### src/rtl/rvfi_pc_gen_pkg.sv
// Shared widths, state encoding and constants for the RVFI PC stream generator.
// XLEN/NRET come from the riscv-formal macros, with local fallbacks.
`ifndef RISCV_FORMAL_XLEN
`define RISCV_FORMAL_XLEN 32
`endif
`ifndef RISCV_FORMAL_NRET
`define RISCV_FORMAL_NRET 2
`endif

package rvfi_gen_pkg;
    localparam int XLEN = `RISCV_FORMAL_XLEN;
    localparam int NRET = `RISCV_FORMAL_NRET;

    typedef enum logic [1:0] {
        IDLE,
        RUN,
        DONE
    } gen_state_e;

    localparam logic [31:0] LFSR_POLY    = 32'h8020_0003;
    localparam int          PC_INC       = 4;
    localparam logic [1:0]  INSN_LO      = 2'b11;
    localparam int          FAULT_PC_XOR = 4;

    // Right-shifting Galois step: feedback taps applied when the bit shifted out is set.
    function automatic logic [31:0] lfsr_step(input logic [31:0] v);
        logic [31:0] s;
        s = v >> 1;
        if (v[0]) begin
            s = s ^ LFSR_POLY;
        end
        return s;
    endfunction
endpackage

### src/rtl/rvfi_pc_gen_lfsr.sv
// 32-bit Galois LFSR that can be reloaded with its seed synchronously,
// so a new run can restart the sequence without a reset.
module rvfi_lfsr
    import rvfi_gen_pkg::*;
(
    input  logic        clock,
    input  logic        reset,
    input  logic [31:0] seed,
    input  logic        load,
    input  logic        advance,
    output logic [31:0] value
);
    logic [31:0] value_q, value_d;

    always_comb begin
        value_d = value_q;
        if (load) begin
            value_d = seed;
        end else if (advance) begin
            value_d = lfsr_step(value_q);
        end
    end

    always_ff @(posedge clock or posedge reset) begin
        if (reset) begin
            value_q <= seed;
        end else begin
            value_q <= value_d;
        end
    end

    assign value = value_q;
endmodule

### src/rtl/rvfi_pc_gen.sv
// RVFI retirement stream generator: a pseudo-random but self-consistent PC/order chain
// over NRET channels. Defining RVFI_PC_GEN_FAULT_EN adds a one-shot pc_rdata corruption input.
//   state | meaning
//   IDLE  | after reset, waiting for start
//   RUN   | retiring up to NRET instructions per non-stalled cycle
//   DONE  | MAX_RET retired, done asserted, waiting for start
module rvfi_pc_gen
    import rvfi_gen_pkg::*;
#(
    parameter logic [XLEN-1:0] RESET_PC = '0,
    parameter logic [31:0]     MAX_RET  = 32'd1024,
    parameter logic [31:0]     SEED     = 32'h1
) (
    input  logic                 clock,
    input  logic                 reset,
    input  logic                 start,
    input  logic                 stall,
`ifdef RVFI_PC_GEN_FAULT_EN
    input  logic                 fault_inject,
`endif
    output logic [NRET-1:0]      rvfi_valid,
    output logic [NRET*64-1:0]   rvfi_order,
    output logic [NRET*32-1:0]   rvfi_insn,
    output logic [NRET*XLEN-1:0] rvfi_pc_rdata,
    output logic [NRET*XLEN-1:0] rvfi_pc_wdata,
    output logic                 done
);
    gen_state_e state_q, state_d;
    logic [XLEN-1:0] pc_q, pc_d;
    logic [63:0] order_q, order_d;
    logic [31:0] remaining_q, remaining_d;
    logic done_q, done_d;

    logic [NRET-1:0]      valid_q, valid_d;
    logic [NRET*64-1:0]   ord_out_q, ord_out_d;
    logic [NRET*32-1:0]   insn_q, insn_d;
    logic [NRET*XLEN-1:0] pc_rdata_q, pc_rdata_d;
    logic [NRET*XLEN-1:0] pc_wdata_q, pc_wdata_d;

    logic [31:0]     lfsr_val;
    logic            lfsr_load;
    logic            lfsr_adv;
    logic            retire;
    logic [31:0]     k;
    logic [XLEN-1:0] pc_walk;
    logic [XLEN-1:0] pc_next;

`ifdef RVFI_PC_GEN_FAULT_EN
    logic fault_armed_q, fault_armed_d;
    logic fault_used;
`endif

    rvfi_lfsr u_lfsr (
        .clock   (clock),
        .reset   (reset),
        .seed    (SEED),
        .load    (lfsr_load),
        .advance (lfsr_adv),
        .value   (lfsr_val)
    );

    always_comb begin
        retire    = (state_q == RUN) && !stall;
        lfsr_load = (state_q != RUN) && start;
        lfsr_adv  = retire;

        k = 32'(lfsr_val[7:0]) % 32'(NRET + 1);
        if (k > remaining_q) begin
            k = remaining_q;
        end

        state_d     = state_q;
        pc_d        = pc_q;
        order_d     = order_q;
        remaining_d = remaining_q;
        done_d      = (state_q == DONE) && !start;

        valid_d    = '0;
        ord_out_d  = '0;
        insn_d     = '0;
        pc_rdata_d = '0;
        pc_wdata_d = '0;
        pc_walk    = pc_q;
        pc_next    = pc_q;

        case (state_q)
            IDLE, DONE: begin
                if (start) begin
                    state_d     = RUN;
                    pc_d        = RESET_PC;
                    order_d     = '0;
                    remaining_d = MAX_RET;
                end
            end
            RUN: begin
                if (!stall) begin
                    // Channels fill from 0; each one chains off the previous channel's next PC.
                    for (int i = 0; i < NRET; i++) begin
                        if (32'(i) < k) begin
                            pc_next = lfsr_val[8+i] ? XLEN'({lfsr_val[31:2], 2'b00})
                                                    : pc_walk + XLEN'(PC_INC);
                            valid_d[i]                   = 1'b1;
                            ord_out_d[i*64 +: 64]        = order_q + 64'(i);
                            insn_d[i*32 +: 32]           = {lfsr_val[31:2], INSN_LO};
                            pc_rdata_d[i*XLEN +: XLEN]   = pc_walk;
                            pc_wdata_d[i*XLEN +: XLEN]   = pc_next;
                            pc_walk                      = pc_next;
                        end
                    end
                    pc_d        = pc_walk;
                    order_d     = order_q + 64'(k);
                    remaining_d = remaining_q - k;
                    if (remaining_q == k) begin
                        state_d = DONE;
                    end
                end
            end
            default: state_d = IDLE;
        endcase

`ifdef RVFI_PC_GEN_FAULT_EN
        // Corrupts only the reported pc_rdata of the next retirement; pc_d is left intact.
        fault_used = fault_armed_q && retire && (k != 32'd0);
        if (fault_used) begin
            pc_rdata_d[XLEN-1:0] = pc_rdata_d[XLEN-1:0] ^ XLEN'(FAULT_PC_XOR);
        end
        fault_armed_d = (fault_armed_q && !fault_used) || fault_inject;
`endif
    end

    always_ff @(posedge clock or posedge reset) begin
        if (reset) begin
            state_q     <= IDLE;
            pc_q        <= RESET_PC;
            order_q     <= '0;
            remaining_q <= MAX_RET;
            done_q      <= 1'b0;
            valid_q     <= '0;
            ord_out_q   <= '0;
            insn_q      <= '0;
            pc_rdata_q  <= '0;
            pc_wdata_q  <= '0;
`ifdef RVFI_PC_GEN_FAULT_EN
            fault_armed_q <= 1'b0;
`endif
        end else begin
            state_q     <= state_d;
            pc_q        <= pc_d;
            order_q     <= order_d;
            remaining_q <= remaining_d;
            done_q      <= done_d;
            valid_q     <= valid_d;
            ord_out_q   <= ord_out_d;
            insn_q      <= insn_d;
            pc_rdata_q  <= pc_rdata_d;
            pc_wdata_q  <= pc_wdata_d;
`ifdef RVFI_PC_GEN_FAULT_EN
            fault_armed_q <= fault_armed_d;
`endif
        end
    end

    assign rvfi_valid    = valid_q;
    assign rvfi_order    = ord_out_q;
    assign rvfi_insn     = insn_q;
    assign rvfi_pc_rdata = pc_rdata_q;
    assign rvfi_pc_wdata = pc_wdata_q;
    assign done          = done_q;
endmodule

### config.mk
export PLATFORM = sky130hd
export DESIGN_NAME = rvfi_pc_gen
export DESIGN_NICKNAME = d
export VERILOG_FILES = /design/src/rtl/rvfi_pc_gen_pkg.sv /design/src/rtl/rvfi_pc_gen_lfsr.sv /design/src/rtl/rvfi_pc_gen.sv
export SDC_FILE = /design/constraint.sdc
export NUM_CORES = 1
export LEC_CHECK = 0
export ABC_AREA = 1
export CAP_MARGIN = 20
export CORE_MARGIN = 2
export CORE_UTILIZATION = 30
export CTS_BUF_LIST = sky130_fd_sc_hd__clkbuf_16
export DETAILED_ROUTE_END_ITERATION = 16
export GPL_ROUTABILITY_DRIVEN = 0
export PLACE_DENSITY_LB_ADDON = 0.3
export SETUP_SLACK_MARGIN = 0.15
export SYNTH_ARGS = -nofsm -noshare
export SYNTH_HDL_FRONTEND = slang
export SYNTH_SLANG_ARGS = --single-unit
### constraint.sdc
create_clock -name clock -period 49.4 [get_ports clock]
set_input_delay 14.82 -clock clock [delete_from_list [all_inputs] [get_ports clock]]
set_output_delay 14.82 -clock clock [all_outputs]
set_load 0.03 [all_outputs]
==> out/qor.txt, run 1 <==
Outcome = finished clean
Post-synth top flop = dfrtp_1
Final ANT Viol Nets = 0
Yosys Warn Count = 0
Fin Clk Skew = 0.0286 ns
Max incr delay on CP = 0.71 ns
Nature of the critical path endpoint = flop
CTS tree = yes
Met3 usage = 0.0306
H-tree depth = 2
Filler-free cell count of the finished design = 4592
Hold-fix buffers, CTS = 0
Grt total ovfl = 0
Gate Count Post-Synth = 3158
First DRT Iteration DRCs = 1504
CTS clk-pin slew, worst paths = 0.06 ns
Yosys cell types = 51
Initial core utilization = 0.302
Drt via density = 4.74
Max-slew violation count = 0
Clock Latency Late Sink = 0.62 ns
Crit Path Max Fanout = 65
Fin. Hold Viols = 0
Num CTS Buffers = 55
Post-synth EDFFs = 0
Headroom to the max-slew limit = 0.323
Synth top cells by count = 628 x nand2_1, 485 x nor2_1, 479 x dfrtp_1
Worst Path Arrival = 17.50 ns
Post-CTS sizing = 0
Required @ worst endpoint = 49.88 ns
Syn_nets = 3267
Final period util = 0.345
Crit path buffers/inverters = 3
Routed via count = 21.8k
IO Count = 327
TNS Setup = 0 ns
Crit Path Category = in -> reg
Clock root buffer = clkbuf_16
Seq. cell area = 12000 µm²
Final WL = 80000 µm
Max clock buf depth = 3
Clk sink count = 481
Die X = 293 µm
Share of layout cells above drive strength 1 = 0.0558
Syn Area/Cell = 7.96 µm²
Top cell type's share of synthesized area = 0.477
P&R area growth vs syn = 24.8%
FILL cells = 8496
Hold/Removal Path Class = reg -> reg
Residual DRC count = 0
Worst path top cell family by delay = buffers and inverters
Final HPWL DP = 58500 µm
Total of max-cap violations = 0
Drt pass-1 iters = 5
# setup viols final = 0
Crit path max-delay cell type = buf_4
Post-Route Utilization = 0.376
Synth Cell Area = 25100 µm²
Startpoint types = primary input
Placed cells = 4488
Most frequent cell after synthesis = nand2_1
Die ar. = 86100 µm²
Post-synth ARST share = 1.00
FMAX = 0.0587 GHz
Reg-to-reg slack, setup = 37.14 ns
Core area = 83300 µm²
Dominant cell type by area after synthesis = dfrtp_1
Critical path, cell by cell = clkdlybuf4s50_1, nor2_4, nand2_4, buf_4, inv_1, o21ai_0, a21oi_1
Grt met1 use = 0.257
NumNets Final = 3574
Met2 global-route usage = 0.292
RSZ-0062 raised after global routing = false
Pin count of the biggest net entering global routing = 113
Final min period = 17.03 ns
Vias in the first global route = 21.3k
IO buf count = 326
Routed len/inst = 17.4 µm
Final Worst Setup Slack = 32.38 ns
GR Util All Layers = 0.184
Post-Place Setup Slack = 31.73 ns
Area contributors post-synth = dfrtp_1 48%, nand2_1 9.4%, nor2_1 7.2%, inv_1 6.8%, ha_1 5.1%
#FFs+latches synth = 481
Global-route wire length before repair = 125000 µm
Register area share after synthesis = 0.479
Die height = 293 µm
Area of the multi-input gates = 10900 µm²
Initial antenna violation count = 2
Post-CTS Setup Inserts = 0
Core Rows = 106
Worst-Margin Slew = 1.01 ns
Grt peak-use layer = met2
## through the flow
step | cell area, µm² | hold WS [ns]
2_1_floorplan | 25100 | 0.460
3_3_place_gp | 29500 | 0.501
3_5_place_dp | 29500 | 0.500
4_1_cts | 31400 | 0.508
5_1_grt | 31400 | 0.541
6_report | 31400 | 0.514
## cell families after synthesis
family                   after synthesis  synth area share
AND/OR/NAND/NOR                     1459             0.247
AO/OA/AOI/OAI                        468             0.106
adder cells (fa/ha/maj)              105            0.0529
XOR/XNOR                              73            0.0254
buffers and inverters                572            0.0895
flip-flops                           481             0.479
## worst register-to-register path, delay by kind of cell, from the launching register on
kind | cells | cell delay, ns
flops | 1 | 0.50
compound gates | 12 | 2.28
simple gates | 43 | 6.10
buf+inv | 14 | 2.06
fa+ha+maj | 5 | 1.27
## cells in the final DEF, fill, tap and decap left out, types with 19 or more instances in the layout
cell type / count
nand2_1: 627
nor2_1: 482
dfrtp_1: 479
inv_1: 459
clkdlybuf4s50_1: 326
o21ai_0: 184
nand3_1: 148
a21oi_1: 131
ha_1: 103
xor2_1: 66
nor3_1: 59
clkbuf_16: 55
o22ai_1: 52
nand4_1: 39
a22oi_1: 26
nand2_2: 24
buf_4: 24
o21a_1: 20
nor4_1: 19
## layout make-up
cell class	instances	share of cell area
antenna	1	0.0000798
clock buffer	55	0.0439
clock inverter	48	0.0159
inverter	472	0.0568
multi-input combinational	2105	0.346
sequential	481	0.384
tap	1080	0.0431
timing repair buffer	350	0.110
## final timing paths
kind,cells past startpoint,to,from
worst min register to register,1,rvfi_order[64],order_q[0]
max in group asynchronous,4,rvfi_pc_rdata[29],reset
worst max register to register,74,order_q[59],u_lfsr.value[6]
worst min-delay path,1,rvfi_order[64],order_q[0]
worst max-delay path,7,rvfi_order[68],stall
min in group asynchronous,2,rvfi_order[47],reset
## flip-flops by register name, summed over array words and instances (netlist names)
signal         cells
u_lfsr.value      32
rvfi_order       128
rvfi_pc_rdata     64
remaining_q       32
state_q            2
done               1
pc_q              32
rvfi_pc_wdata     64
order_q           64
rvfi_insn         62
## per-layer routing
layer  vias to the layer above  share of wire
met4                         4          0.027
met2                       516           0.45
met3                       128          0.052
met1                     10375           0.47
met5                         -        0.00034
li1                      10751              -
Power of run 1 is left out: the tool's default activity adds up to more than one toggle a clock period on the data nets, which glitch-free logic cannot reach.
==> inputs of run 2 (changes only) <==
Clock period 49.4 ns to 15.5 ns, I/O delays scaled along.
==> out/qor.txt, run 2 (synthesis results as in run 1) <==
CTS clk-pin slew, worst paths = 0.06 ns (about the same)
Routed len/inst = 17.5 µm (+0.47%)
Hold/Removal Path Class = reg -> reg
Core area = 83300 µm² (unchanged)
Fin. Hold Viols = 0 (unchanged)
Hold-fix buffers, CTS = 0 (unchanged)
Most frequent cells in the layout = 627 x nand2_1, 482 x nor2_1, 479 x dfrtp_1
CTS tree = yes
Crit Path Category = reg -> reg
Drt via density = 4.79 (+1.0%)
Filler-free cell count of the finished design = 4584 (-0.17%)
Final WL = 80200 µm (+0.30%)
Headroom to the max-slew limit = 0.345 (+0.0213)
Global-route wire length before repair = 124000 µm (-0.20%)
Placed cells = 4486 (-0.045%)
FMAX = 0.0887 GHz
Max-slew violation count = 0 (unchanged)
Die ar. = 86100 µm² (unchanged)
Commonest non-fill, non-tap cell in the layout = nand2_1
Hold slack = 0.525 ns (+0.0107 ns)
Max incr delay on CP = 0.49 ns (-0.22 ns)
Final min period = 11.27 ns
Total of max-cap violations = 0 (unchanged)
FILL cells = 8637 (+1.7%)
IO Count = 327 (unchanged)
Crit path max-delay cell type = dfrtp_1
Post-CTS Setup Inserts = 0 (unchanged)
Clk sink count = 481 (unchanged)
Max reg flops = 128 (unchanged)
Worst-Margin Slew = 0.983 ns (-0.0308 ns)
Vias in the first global route = 21.4k (+0.50%)
Fin Clk Skew = 0.0470 ns (+0.0183 ns)
# diodes = 0 (-1)
Clock Latency Late Sink = 0.63 ns (about the same)
Post-CTS sizing = 0 (unchanged)
Startpoint types = flop
NumNets Final = 3570 (-0.11%)
Initial core utilization = 0.302 (unchanged)
Residual DRC count = 0 (unchanged)
Die height = 293 µm (unchanged)
Final ANT Viol Nets = 0 (unchanged)
H-tree depth = 2 (unchanged)
Crit Path Max Fanout = 21 (-68%)
First DRT Iteration DRCs = 1688 (+12%)
Most frequent CP cell = nand2_1
Pin count of the biggest net entering global routing = 161 (+42%)
Outcome = finished clean
Final HPWL DP = 58600 µm (about the same)
TNS Setup = 0 ns (unchanged)
Fin area = 31200 µm² (-0.41%)
Drt pass-1 iters = 6 (+1)
RSZ-0062 raised after global routing = false
Share of layout cells above drive strength 1 = 0.0534 (-0.00246)
Die X = 293 µm (unchanged)
Initial antenna violation count = 3 (+1)
Post-DP Area = 29500 µm² (about the same)
Seq. cell area = 12000 µm² (unchanged)
P&R area growth vs syn = 24.3%
Nature of the critical path endpoint = flop
Grt total ovfl = 0 (unchanged)
Routed via count = 22.0k (+0.85%)
Clock root buffer = clkbuf_16
Worst Path Arrival = 11.75 ns (-5.75 ns)
GR Util All Layers = 0.183 (-0.00103)
Required @ worst endpoint = 15.99 ns (-33.89 ns)
Num CTS Buffers = 53 (-3.6%)
# setup viols final = 0 (unchanged)
Final period util = 0.727
Max clock buf depth = 3 (unchanged)
IO buf count = 326 (unchanged)
Area of the multi-input gates = 10900 µm² (unchanged)
Core Rows = 106 (unchanged)
run 2: cell types whose count changed in the layout (fill, tap and decap cells not counted), sizes merged:
cell	previous run	this run
buf	24	22
bufinv	9	6
clkbuf	55	54
clkinv	25	29
clkinvlp	5	6
diode	1	0
inv	481	475
run 2: path summary, 6_finish.rpt:
kind / startpoint / end / slack (ns) / depth (start not counted)
max in group asynchronous: reset / rvfi_pc_wdata[28] / 8.74 / 5
min in group asynchronous: reset / rvfi_pc_wdata[9] / 4.61 / 3
worst max-delay path: u_lfsr.value[6] / order_q[58] / 4.23 / 76
worst min register to register: order_q[0] / rvfi_order[64] / 0.52 / 1
worst min-delay path: order_q[0] / rvfi_order[64] / 0.52 / 1
worst max register to register: u_lfsr.value[6] / order_q[58] / 4.23 / 76
run 2: critical path, delay by kind of cell, from the launching register on:
family,cells,cell delay (ns)
simple gates,48,5.96
compound gates,11,1.63
buf+inv,11,1.57
fa+ha+maj,6,1.48
flops,1,0.49
run 2: metrics by stage:
step,util,setup slack [ns]
floorplan,-,4.33
CTS,0.375,4.22
global placement,0.354,4.58
global route,0.375,2.51
finish,0.375,4.23
detailed placement,0.354,4.31
run 2: layout make-up:
type	instances	share of cell area
multi-input cells	2105	0.348
flip-flops and latches	481	0.385
well taps	1080	0.0433
repair buffers	348	0.111
clock inverters	44	0.0126
clock buffers	54	0.0433
inverters	472	0.0569
run 2: layer usage:
layer	global-route usage	share of wire	wire length [µm]	vias up
met5	0	0.00036	29	-
met4	0.0457	0.022	1760	4
met3	0.0281	0.055	4420	95
met2	0.290	0.45	36200	546
met1	0.260	0.47	37800	10570
li1	-	-	-	10743
Power of run 2 is left out for the same reason.
